### config.mk
export PLATFORM = sky130hd
export DESIGN_NAME = mem_burst_arbiter
export DESIGN_NICKNAME = d
export VERILOG_FILES = /design/src/rtl/mem_burst_arbiter.sv
export SDC_FILE = /design/constraint.sdc
export NUM_CORES = 1
export LEC_CHECK = 0
export CAP_MARGIN = 15
export CORE_MARGIN = 8
export CORE_UTILIZATION = 25
export CTS_BUF_LIST = sky130_fd_sc_hd__clkbuf_4 sky130_fd_sc_hd__clkbuf_8
export DETAILED_ROUTE_END_ITERATION = 10
export PLACE_DENSITY = 0.61
export SLEW_MARGIN = 20
export SYNTH_ARGS = -nofsm -noshare
export SYNTH_HDL_FRONTEND = slang
export SYNTH_SLANG_ARGS = --single-unit
### constraint.sdc
create_clock -name clk -period 3.2 [get_ports clk]
set_input_delay 0.32 -clock clk [delete_from_list [all_inputs] [get_ports clk]]
set_output_delay 0.32 -clock clk [all_outputs]
set_load 0.02 [all_outputs]
### src/rtl/mem_burst_arbiter.sv
// rtl/mem_burst_arbiter.sv - round-robin arbiter sharing one burst memory port between two refill engines
// A watchdog aborts stalled bursts with a synthetic last beat to the owner.
module mem_burst_arbiter #(
  parameter int ADDR_WIDTH     = 32,
  parameter int DATA_WIDTH     = 32,
  parameter int LEN_WIDTH      = 4,
  parameter int TIMEOUT_CYCLES = 256
) (
  input  logic                  clk,
  input  logic                  rst,
  input  logic                  s0_req,
  input  logic [ADDR_WIDTH-1:0] s0_addr,
  input  logic [LEN_WIDTH-1:0]  s0_burst_len,
  output logic                  s0_ready,
  output logic [DATA_WIDTH-1:0] s0_data,
  output logic                  s0_valid,
  output logic                  s0_last,
  input  logic                  s1_req,
  input  logic [ADDR_WIDTH-1:0] s1_addr,
  input  logic [LEN_WIDTH-1:0]  s1_burst_len,
  output logic                  s1_ready,
  output logic [DATA_WIDTH-1:0] s1_data,
  output logic                  s1_valid,
  output logic                  s1_last,
  output logic                  m_req,
  output logic [ADDR_WIDTH-1:0] m_addr,
  output logic [LEN_WIDTH-1:0]  m_burst_len,
  input  logic                  m_ready,
  input  logic [DATA_WIDTH-1:0] m_data,
  input  logic                  m_valid,
  input  logic                  m_last,
  output logic                  grant_id,
  output logic                  busy,
  output logic                  timeout_err
);

  localparam int CNT_W = (TIMEOUT_CYCLES > 1) ? $clog2(TIMEOUT_CYCLES) : 1;
  localparam logic [CNT_W-1:0] TO_LAST = CNT_W'((TIMEOUT_CYCLES > 0) ? TIMEOUT_CYCLES - 1 : 0);
  localparam bit WD_EN = (TIMEOUT_CYCLES > 0);

  typedef enum logic [1:0] {IDLE, ISSUE, DATA} state_e;

  state_e                state_q, state_d;
  logic [1:0]            pend_q, pend_d, pend_clr;
  logic [ADDR_WIDTH-1:0] addr0_q, addr1_q;
  logic [LEN_WIDTH-1:0]  len0_q, len1_q;
  logic                  owner_q, owner_d;
  logic                  last_grant_q, last_grant_d;
  logic [LEN_WIDTH-1:0]  beat_cnt_q, beat_cnt_d;
  logic [CNT_W-1:0]      idle_cnt_q, idle_cnt_d;

  logic                  cap0, cap1;
  logic [ADDR_WIDTH-1:0] own_addr;
  logic [LEN_WIDTH-1:0]  own_len;
  logic                  wd_hit, fwd, burst_end, abort;
  logic                  own_valid, own_last;
  logic [DATA_WIDTH-1:0] own_data;

  assign s0_ready = ~pend_q[0];
  assign s1_ready = ~pend_q[1];
  assign cap0     = s0_req & ~pend_q[0];
  assign cap1     = s1_req & ~pend_q[1];
  assign own_addr = owner_q ? addr1_q : addr0_q;
  assign own_len  = owner_q ? len1_q : len0_q;
  assign wd_hit   = WD_EN && (idle_cnt_q == TO_LAST);

  always_comb begin
    state_d      = state_q;
    owner_d      = owner_q;
    last_grant_d = last_grant_q;
    beat_cnt_d   = beat_cnt_q;
    idle_cnt_d   = idle_cnt_q;
    pend_clr     = 2'b00;
    m_req        = 1'b0;
    m_addr       = '0;
    m_burst_len  = '0;
    fwd          = 1'b0;
    burst_end    = 1'b0;
    abort        = 1'b0;
    case (state_q)
      IDLE: begin
        if (pend_q != 2'b00) begin
          // on a tie, the port that was not served last wins
          owner_d    = (pend_q == 2'b11) ? ~last_grant_q : pend_q[1];
          idle_cnt_d = '0;
          state_d    = ISSUE;
        end
      end
      ISSUE: begin
        m_req       = 1'b1;
        m_addr      = own_addr;
        m_burst_len = own_len;
        idle_cnt_d  = idle_cnt_q + CNT_W'(1);
        if (wd_hit) begin
          abort = 1'b1;
        end else if (m_ready) begin
          beat_cnt_d = '0;
          state_d    = DATA;
        end
      end
      DATA: begin
        fwd       = 1'b1;
        burst_end = m_valid & (m_last | (beat_cnt_q == own_len));
        if (m_valid) begin
          beat_cnt_d = beat_cnt_q + LEN_WIDTH'(1);
          idle_cnt_d = '0;
        end else begin
          idle_cnt_d = idle_cnt_q + CNT_W'(1);
        end
        abort = wd_hit & ~burst_end;
      end
      default: state_d = IDLE;
    endcase
    if (burst_end || abort) begin
      pend_clr     = owner_q ? 2'b10 : 2'b01;
      last_grant_d = owner_q;
      state_d      = IDLE;
    end
  end

  assign pend_d    = (pend_q & ~pend_clr) | {cap1, cap0};
  assign own_valid = abort | (fwd & m_valid);
  assign own_last  = abort | burst_end;
  assign own_data  = (fwd && !abort) ? m_data : '0;

  assign s0_valid    = own_valid & ~owner_q;
  assign s0_last     = own_last & ~owner_q;
  assign s0_data     = owner_q ? '0 : own_data;
  assign s1_valid    = own_valid & owner_q;
  assign s1_last     = own_last & owner_q;
  assign s1_data     = owner_q ? own_data : '0;
  assign grant_id    = owner_q;
  assign busy        = (state_q != IDLE);
  assign timeout_err = abort;

  always_ff @(posedge clk) begin
    if (rst) begin
      state_q      <= IDLE;
      pend_q       <= 2'b00;
      addr0_q      <= '0;
      addr1_q      <= '0;
      len0_q       <= '0;
      len1_q       <= '0;
      owner_q      <= 1'b0;
      last_grant_q <= 1'b1;
      beat_cnt_q   <= '0;
      idle_cnt_q   <= '0;
    end else begin
      state_q      <= state_d;
      pend_q       <= pend_d;
      owner_q      <= owner_d;
      last_grant_q <= last_grant_d;
      beat_cnt_q   <= beat_cnt_d;
      idle_cnt_q   <= idle_cnt_d;
      if (cap0) begin
        addr0_q <= s0_addr;
        len0_q  <= s0_burst_len;
      end
      if (cap1) begin
        addr1_q <= s1_addr;
        len1_q  <= s1_burst_len;
      end
    end
  end

endmodule

Word-level counts from Yosys, hierarchy flattened:

Cells that the tools add are included.
W data, S select, Z words.

* register bits after elaboration: 90
* latch bits: 0
* memory bits (writable): 0
* ROM bits: 0
* input bits: 111
* output and inout bits: 110
* word-level logic and storage cells: 81
* memories: 0

* add/sub/neg operators: 2
* multipliers: 0
* divide/modulo/power cells: 0
* $lt $le $gt $ge: 0
* equality and inequality tests: 9
* shift-type cells: 0
* mux-type cells: 26
* bitwise gates (word level): 21
* reductions and logical operators: 13

Operators by type and width (number)
* $mux W32: 5
* $pmux W8 S3: 1
* $mux W4: 5
* $mux W8: 2
* $mux W2: 5
* $and A1 B1 Y1: 9
* $add A8 B1 Y8 const B: 1
* $eq A8 B8 Y1 const B: 1
* $ne A2 B2 Y1 const B: 4
* $pmux W4 S2: 1
* $reduce_and A4 Y1: 2
* $not A1 Y1: 6
* $pmux W2 S3: 1
* $reduce_bool A2 Y1: 3
* $mux W1: 5
* $add A4 B1 Y4 const B: 1
* $eq A2 B2 Y1 const B: 2
* $eq A4 B4 Y1: 1
* $reduce_and A2 Y1: 2
* $or A1 B1 Y1: 3
* $reduce_bool A3 Y1: 1
* $and A2 B2 Y2: 1
* $eq A2 B1 Y1 const B: 1
* $logic_not A2 Y1: 1
* other kinds (7): 7

Logic depth before layout (Yosys ltp):

* word-level depth: 12
* mapped depth: 8

Worst setup path before layout:

No wires, ideal clock.

* path type: register to output
* start point: register owner_q (netlist: grant_id)
* end point: output s1_data[10]
* arrival: 2136 ps
* data required time: 2880 ps
* slack: 744 ps
* cell stages (with the launch flop): 8
* path through: dfxtp_1 buf_6 mux2i_2 xnor2_1 o41ai_4 a41oi_4 buf_6 nor2_1

* word-level cells in the longest chain between the ends: 11

RTL lines
* start, declared: line 47 `logic owner_q, owner_d;`
* start signal, assigned: line 151 `owner_q <= owner_d;`
* $mux W4: line 64 `assign own_len = owner_q ? len1_q : len0_q;`
* $eq A4 B4 Y1: line 103 `burst_end = m_valid & (m_last | (beat_cnt_q == own_len));`
* $or A1 B1 Y1: line 103
* $and A1 B1 Y1: line 103
* $not A1 Y1: line 110 `abort = wd_hit & ~burst_end;`
* $and A1 B1 Y1: line 110
* $pmux W1 S2: line 80 `case (state_q)`
* $logic_not A1 Y1: line 124 `assign own_data = (fwd && !abort) ? m_data : '0;`
* $logic_and A1 B1 Y1: line 124
* $mux W32: line 124
* $mux W32 *: line 131 `assign s1_data = owner_q ? own_data : '0;`
* end, declared: line 22 `output logic [DATA_WIDTH-1:0] s1_data,`

Mark *: on every way between the ends. The rest lies on a longest branch, timed or not.

Worst setup path after layout:

* start point: register owner_q (netlist: grant_id)
* end point: output s1_last

* word-level cells in the longest chain between the ends: 9

RTL lines
* $mux W4: line 64
* $eq A4 B4 Y1: line 103
* $or A1 B1 Y1: line 103
* $and A1 B1 Y1: line 103
* $not A1 Y1: line 110
* $and A1 B1 Y1: line 110
* $pmux W1 S2: line 80
* $or A1 B1 Y1: line 123 `assign own_last = abort | burst_end;`
* $and A1 B1 Y1 *: line 130 `assign s1_last = own_last & owner_q;`
* end, declared: line 24 `output logic s1_last,`

Marked as above.

==> flow_summary_export.csv <==
group,metric,value,unit
outcome,status,"finished, final reports clean",
grt,grt_max_degree,48,
cts,insertion_delay,0.36,ns
placed_design,gp_congestion,0.8221,
power,p_leak,2.828,nW
cts,cts_inserted_buffers,9,
logic_synthesis,avgSynthCellArea,7.180,um2
worst_setup_path,critical_path_class,"flop to primary output",
logic_synthesis,synth_edf_count,0,
cts,cts_buffer_depth,2,
timing,slew_headroom,36.47,%
detailed_routing,vias,4806,
layout,syn_to_final_growth,56.22,%
detailed_routing,routed_wl,16810,um
logic_synthesis,synth_top_family_by_area,"simple AND/OR/NAND/NOR gates",
floorplanning,die_area,22590,um2
floorplanning,die_h,150.3,um
timing,setup_slack,0.1553,ns
timing,max_freq,0.3284,GHz
logic_synthesis,yosysSeqAreaShare,39.96,%
worst_setup_path,required,2.88,ns
floorplanning,start_util,25.28,%
timing,tightest_slew,0.9529,ns
floorplanning,rows,49,
cts,cts_tree,"done",
floorplanning,core,17840,um2
detailed_routing,final_antenna_net_count,0,
timing,drv_slew,0,
cts,cts.clk_slew.worst_paths,0.08,ns
logic_synthesis,synth_compound_area_share,13.43,%
logic_synthesis,synth_adder_area_share,1.665,%
layout,final_core_util,39.48,%
grt,grt_pass1_vias,4676,
logic_synthesis,yosysTopAreaCell,"dfxtp_1",
timing,setup_viol,0,
placed_design,place_ws,0.2686,ns
logic_synthesis,synthXorXnorAreaFrac,2.137,%
grt,antenna_found_initial,1,
cts,cts_sinks,90,
timing,min_period,3.045,ns
worst_setup_path,start_kind,"flop",
grt,overflow,0,
detailed_routing,dr.pass1.iters,4,
grt,grt_usage,14.38,%
timing,rsz0062_at_grt,"false",
logic_synthesis,ys_warn_count,0,
layout,multi_input_area,2494,um2
logic_synthesis,netlist_instances,628,
logic_synthesis,muxShareOfSynthArea,8.074,%
layout,fin_nets,947,
logic_synthesis,synth_async_sr_flop_share,0,%
timing,finalHoldWorstSlack,0.4557,ns
worst_setup_path,cp.arrival,2.72,ns
timing,final_hold_viol_count,0,
detailed_routing,dr.first_iter.drc_count,211,
layout,nFillCells,1905,
timing,skew,0.008193,ns
layout,antenna_cells,0,
logic_synthesis,synth-simple-area-share,29.30,%
logic_synthesis,synth_common_cells,"183 x nand2_1, 124 x nor2_1, 90 x dfxtp_1, 78 x a21oi_1, 35 x mux2i_1",
logic_synthesis,yosys-top-cells-area,"dfxtp_1 40%, nand2_1 15%, nor2_1 10%, a21oi_1 8.7%, mux2i_1 7.8%",
cts,htree_levels,3,
grt,grt_pass1_wl,25560,um
worst_setup_path,setup.worst_path.end_class,"primary output",
layout,drive_gt1_share,5.030,%
logic_synthesis,ys_types,37,
logic_synthesis,syn_area,4509,um2
placed_design,port_buffers,220,
cts,postCtsHoldBufs,0,
worst_hold_path,hold_path.class,"flop to flop",
logic_synthesis,yosysMostFrequentCell,"nand2_1",
detailed_routing,routedWlPerCell,15.80,um
floorplanning,io_pins,221,
layout,seqCellArea,1803,um2
logic_synthesis,synth_seq_cells,90,
logic_synthesis,synth_top_area_share,39.96,%
detailed_routing,route.detailed.drc,0,
logic_synthesis,synth_ff_type,"dfxtp_1",
logic_synthesis,syn-num-nets,745,
timing,fin_crit_sh,95.15,%
worst_setup_path,path_max_fanout,6,
cts,clockRootBuffer,"clkbuf_8",
floorplanning,die_width,150.3,um
power,peakVddDrop,246.6,uV
placed_design,dp_hpwl,12330,um
power,power_density,488.7,nW/um2
timing,setup_tns,0,ns
flow_run,maxCapViolations,0,
detailed_routing,via_per_inst,4.517,
==> timing repair <==
action | in CTS | in global routing
pin swaps | 1 | 1
resized for setup | 66 | 4
setup endpoints to repair | 65 | 13
buffers inserted | 1 | 1
==> cell usage in the layout (no fill, tap or decap), drive strengths merged, types with 3 or more instances in the layout <==
cell,Yosys,final
nand3,5,5
a2111oi,3,3
clkinv,0,3
dfxtp,90,90
dlygate4sd2,0,64
clkbuf,32,11
inv,8,8
nor3,9,9
nor2b,3,3
buf,11,15
nand2,183,183
ha,6,6
a211oi,4,4
o21ai,3,3
nor2,124,124
clkdlybuf4s50,0,153
mux2i,36,36
a21oi,78,78
xnor2,8,8
xor2,3,3
nand4,4,4
==> power breakdown <==
group | internal [mW] | switching, mW | leakage, nW
combinational | 0.544 | 0.842 | 1.99
sequential | 1.20 | 0.0559 | 0.738
clock | 0.400 | 0.405 | 0.105
==> worst paths after layout <==
check	start	to	slack [ns]	cells past startpoint
worst max-delay path	grant_id	s1_last	0.16	5
worst max register to register	state_q[0]	beat_cnt_q[2]	1.03	7
worst min-delay path	addr1_q[9]	addr1_q[9]	0.46	2
worst min register to register	addr1_q[9]	addr1_q[9]	0.46	2
==> layer usage <==
layer | global-route usage, % | routed length (um)
met1 | 16.72 | 6954
met2 | 24.17 | 7700
met3 | 5.561 | 1955
met4 | 3.898 | 183
met5 | 0 | 12
==> through the flow <==
stage | total power, mW | instance area (um2) | std cells
final | 3.443 | 7044 | 1064
after global routing | 3.661 | 7044 | 1064
after CTS | 3.490 | 7024 | 1063
after global placement | 2.728 | 6884 | 1046
after floorplan | 2.117 | 4509 | 628
after detailed placement | 2.732 | 6884 | 1046
==> cells by family (layout without fill, tap and decap cells) <==
kind of cell               after synthesis  after routing
xor gates and xnor gates                11             11
buffers and inverters                   51            258
DFF                                     90             90
AOI/OAI and AO/OA                       98             98
adders and majority gates                6              6
and+or+nand+nor                        336            336
muxes                                   36             36
==> registers in the layout (all words and copies together) (netlist names) <==
register and flops:
state_q 2, addr1_q 32, len0_q 4, addr0_q 32, grant_id 1, len1_q 4
beat_cnt_q 4, pend_q 2, last_grant_q 1, idle_cnt_q 8
==> worst max-delay path, cell delays in order (launching register included) <==
cell and delay [ns]:
dfxtp_2 0.44, mux2i_2 0.30, xnor2_1 0.15, o41a_1 0.54, nor3_2 0.26, clkdlybuf4s50_1 0.68
==> final cells by class <==
class                   count  share of cell area [%]
inverters                   8                  0.4263
multi-input cells         487                   35.40
clock buffers              11                   2.149
repair buffers            234                   31.62
clock inverters             5                  0.7460
well taps                 229                   4.067
flip-flops and latches     90                   25.60
(Power assumes the default switching activity.)
==> edit: new RTL, same settings <==
Register the output `timeout_err`, without a reset; this adds one clock of latency there. The other outputs are not delayed to match.
--- a/src/rtl/mem_burst_arbiter.sv
+++ b/src/rtl/mem_burst_arbiter.sv
@@ -131,7 +131,9 @@
   assign s1_data     = owner_q ? own_data : '0;
   assign grant_id    = owner_q;
   assign busy        = (state_q != IDLE);
-  assign timeout_err = abort;
+  always_ff @(posedge clk) begin
+    timeout_err <= abort;
+  end
 
   always_ff @(posedge clk) begin
     if (rst) begin
Function: no difference found for any inputs over 10 cycles, from zero or initial values and one cycle with rst high; that may be too few to reach the edited logic, so the function may still have changed.
==> edit against the unedited design <==
- count of clock-buffer cells in the layout down 2
- largest cell class unchanged
- non-clock buffer count up 6
- clock power up 9.8%
- final area up 2.1%
- wire length down 0.33%
- setup slack better by 0.024 ns
- sequential share of layout area down 0.21 points
- critical path depth up 3
- total power up 4.3%
- critical endpoint is now s1_data[27]
- area after synthesis up 0.44%
- die area up 0.39%
- first-iteration DRC count down 34%
- sequential cell count up 1
==> edit: results (changes against the unedited design) <==
Synthesis
  • Most frequent cells after synthesis: nand2_1 (183), nor2_1 (124), dfxtp_1 (91)
  • Syn Nets: 746 (+0.13%)
  • Synth Area in Adders: 0.0166 (-0.0000736)
  • Compound-gate portion of the synthesized area: 0.134 (-0.000594)

Route
  • Met3 WL: 1850 um (-5.3%)
  • Detailed Route Iter0 Violations: 139 (-34%)
  • Via/cell ratio: 4.50 (-0.31%)
  • Routed met2 length: 7920 um (+2.8%)

Worst setup path
  • Critical path endpoint: s1_data[27]
  • Cell type of the slowest stage on the worst timing path: dfxtp_4
  • Worst Path Arrival: 2.70 ns (-0.02 ns)

GRT
  • GRT met3 Usage: 0.0535 (-0.00210)
  • Global-route usage over all layers: 0.143 (-0.00113)
  • Number of global-route vias before repair: 4698 (+0.47%)
  • Grt met2 use: 0.251 (+0.00942)
  • Global-route wire length before repair: 25500 um (-0.40%)

Power and ir drop
  • Clk network pwr share: 0.246 (+0.012)
  • NetSw: 1.36 mW (+4.2%)
  • Cell leakage power: 2.86 nW (+1.2%)
  • Fraction of power consumed by sequential logic: 0.353 (-0.011)
  • Total chip power: 3.59 mW (+4.3%)

Layout
  • Share of layout cells above drive strength 1: 0.0593 (+0.00901)
  • Fill count: 1853 (-2.7%)
  • Layout net count: 955 (+0.84%)

Clock network
  • CTS resizes: 69 (+4.5%)
  • Setup repair bufs after CTS: 4 (+3)

STA
  • Final Hold Slack: 0.423 ns (-0.0325 ns)
  • Slew @ Worst Pin: 0.637 ns (-0.316 ns)
  • Fmax: 331 MHz (+0.80%)

Placed design
  • Post-detail-place hpwl: 12000 um (-2.8%)

Worst hold path
  • Hold crit path type: in2reg
  • Hold_sp: rst

Status
  • Status: finished, final reports clean
edit: changes by cell type in the layout (fill, tap and decap cells not counted), sizes merged:
| cell | before | now |
|---|---|---|
| dlygate4sd2 | 64 | 65 |
| bufinv | 1 | 2 |
| inv | 8 | 9 |
| clkinvlp | 1 | 2 |
| a41oi | 2 | 3 |
| dfxtp | 90 | 91 |
| buf | 15 | 21 |
| clkinv | 3 | 2 |
| clkbuf | 11 | 9 |
| dlymetal6s2s | 2 | 1 |
edit: area by class of cell:
class	count	area (sq um)	share of cell area
inverter	8	30.0	0.00418
clock inverter	7	101	0.0141
sequential	91	1830	0.254
clock buffer	9	124	0.0172
multi-input combinational	488	2540	0.354
tap	229	287	0.0398
timing repair buffer	240	2280	0.317
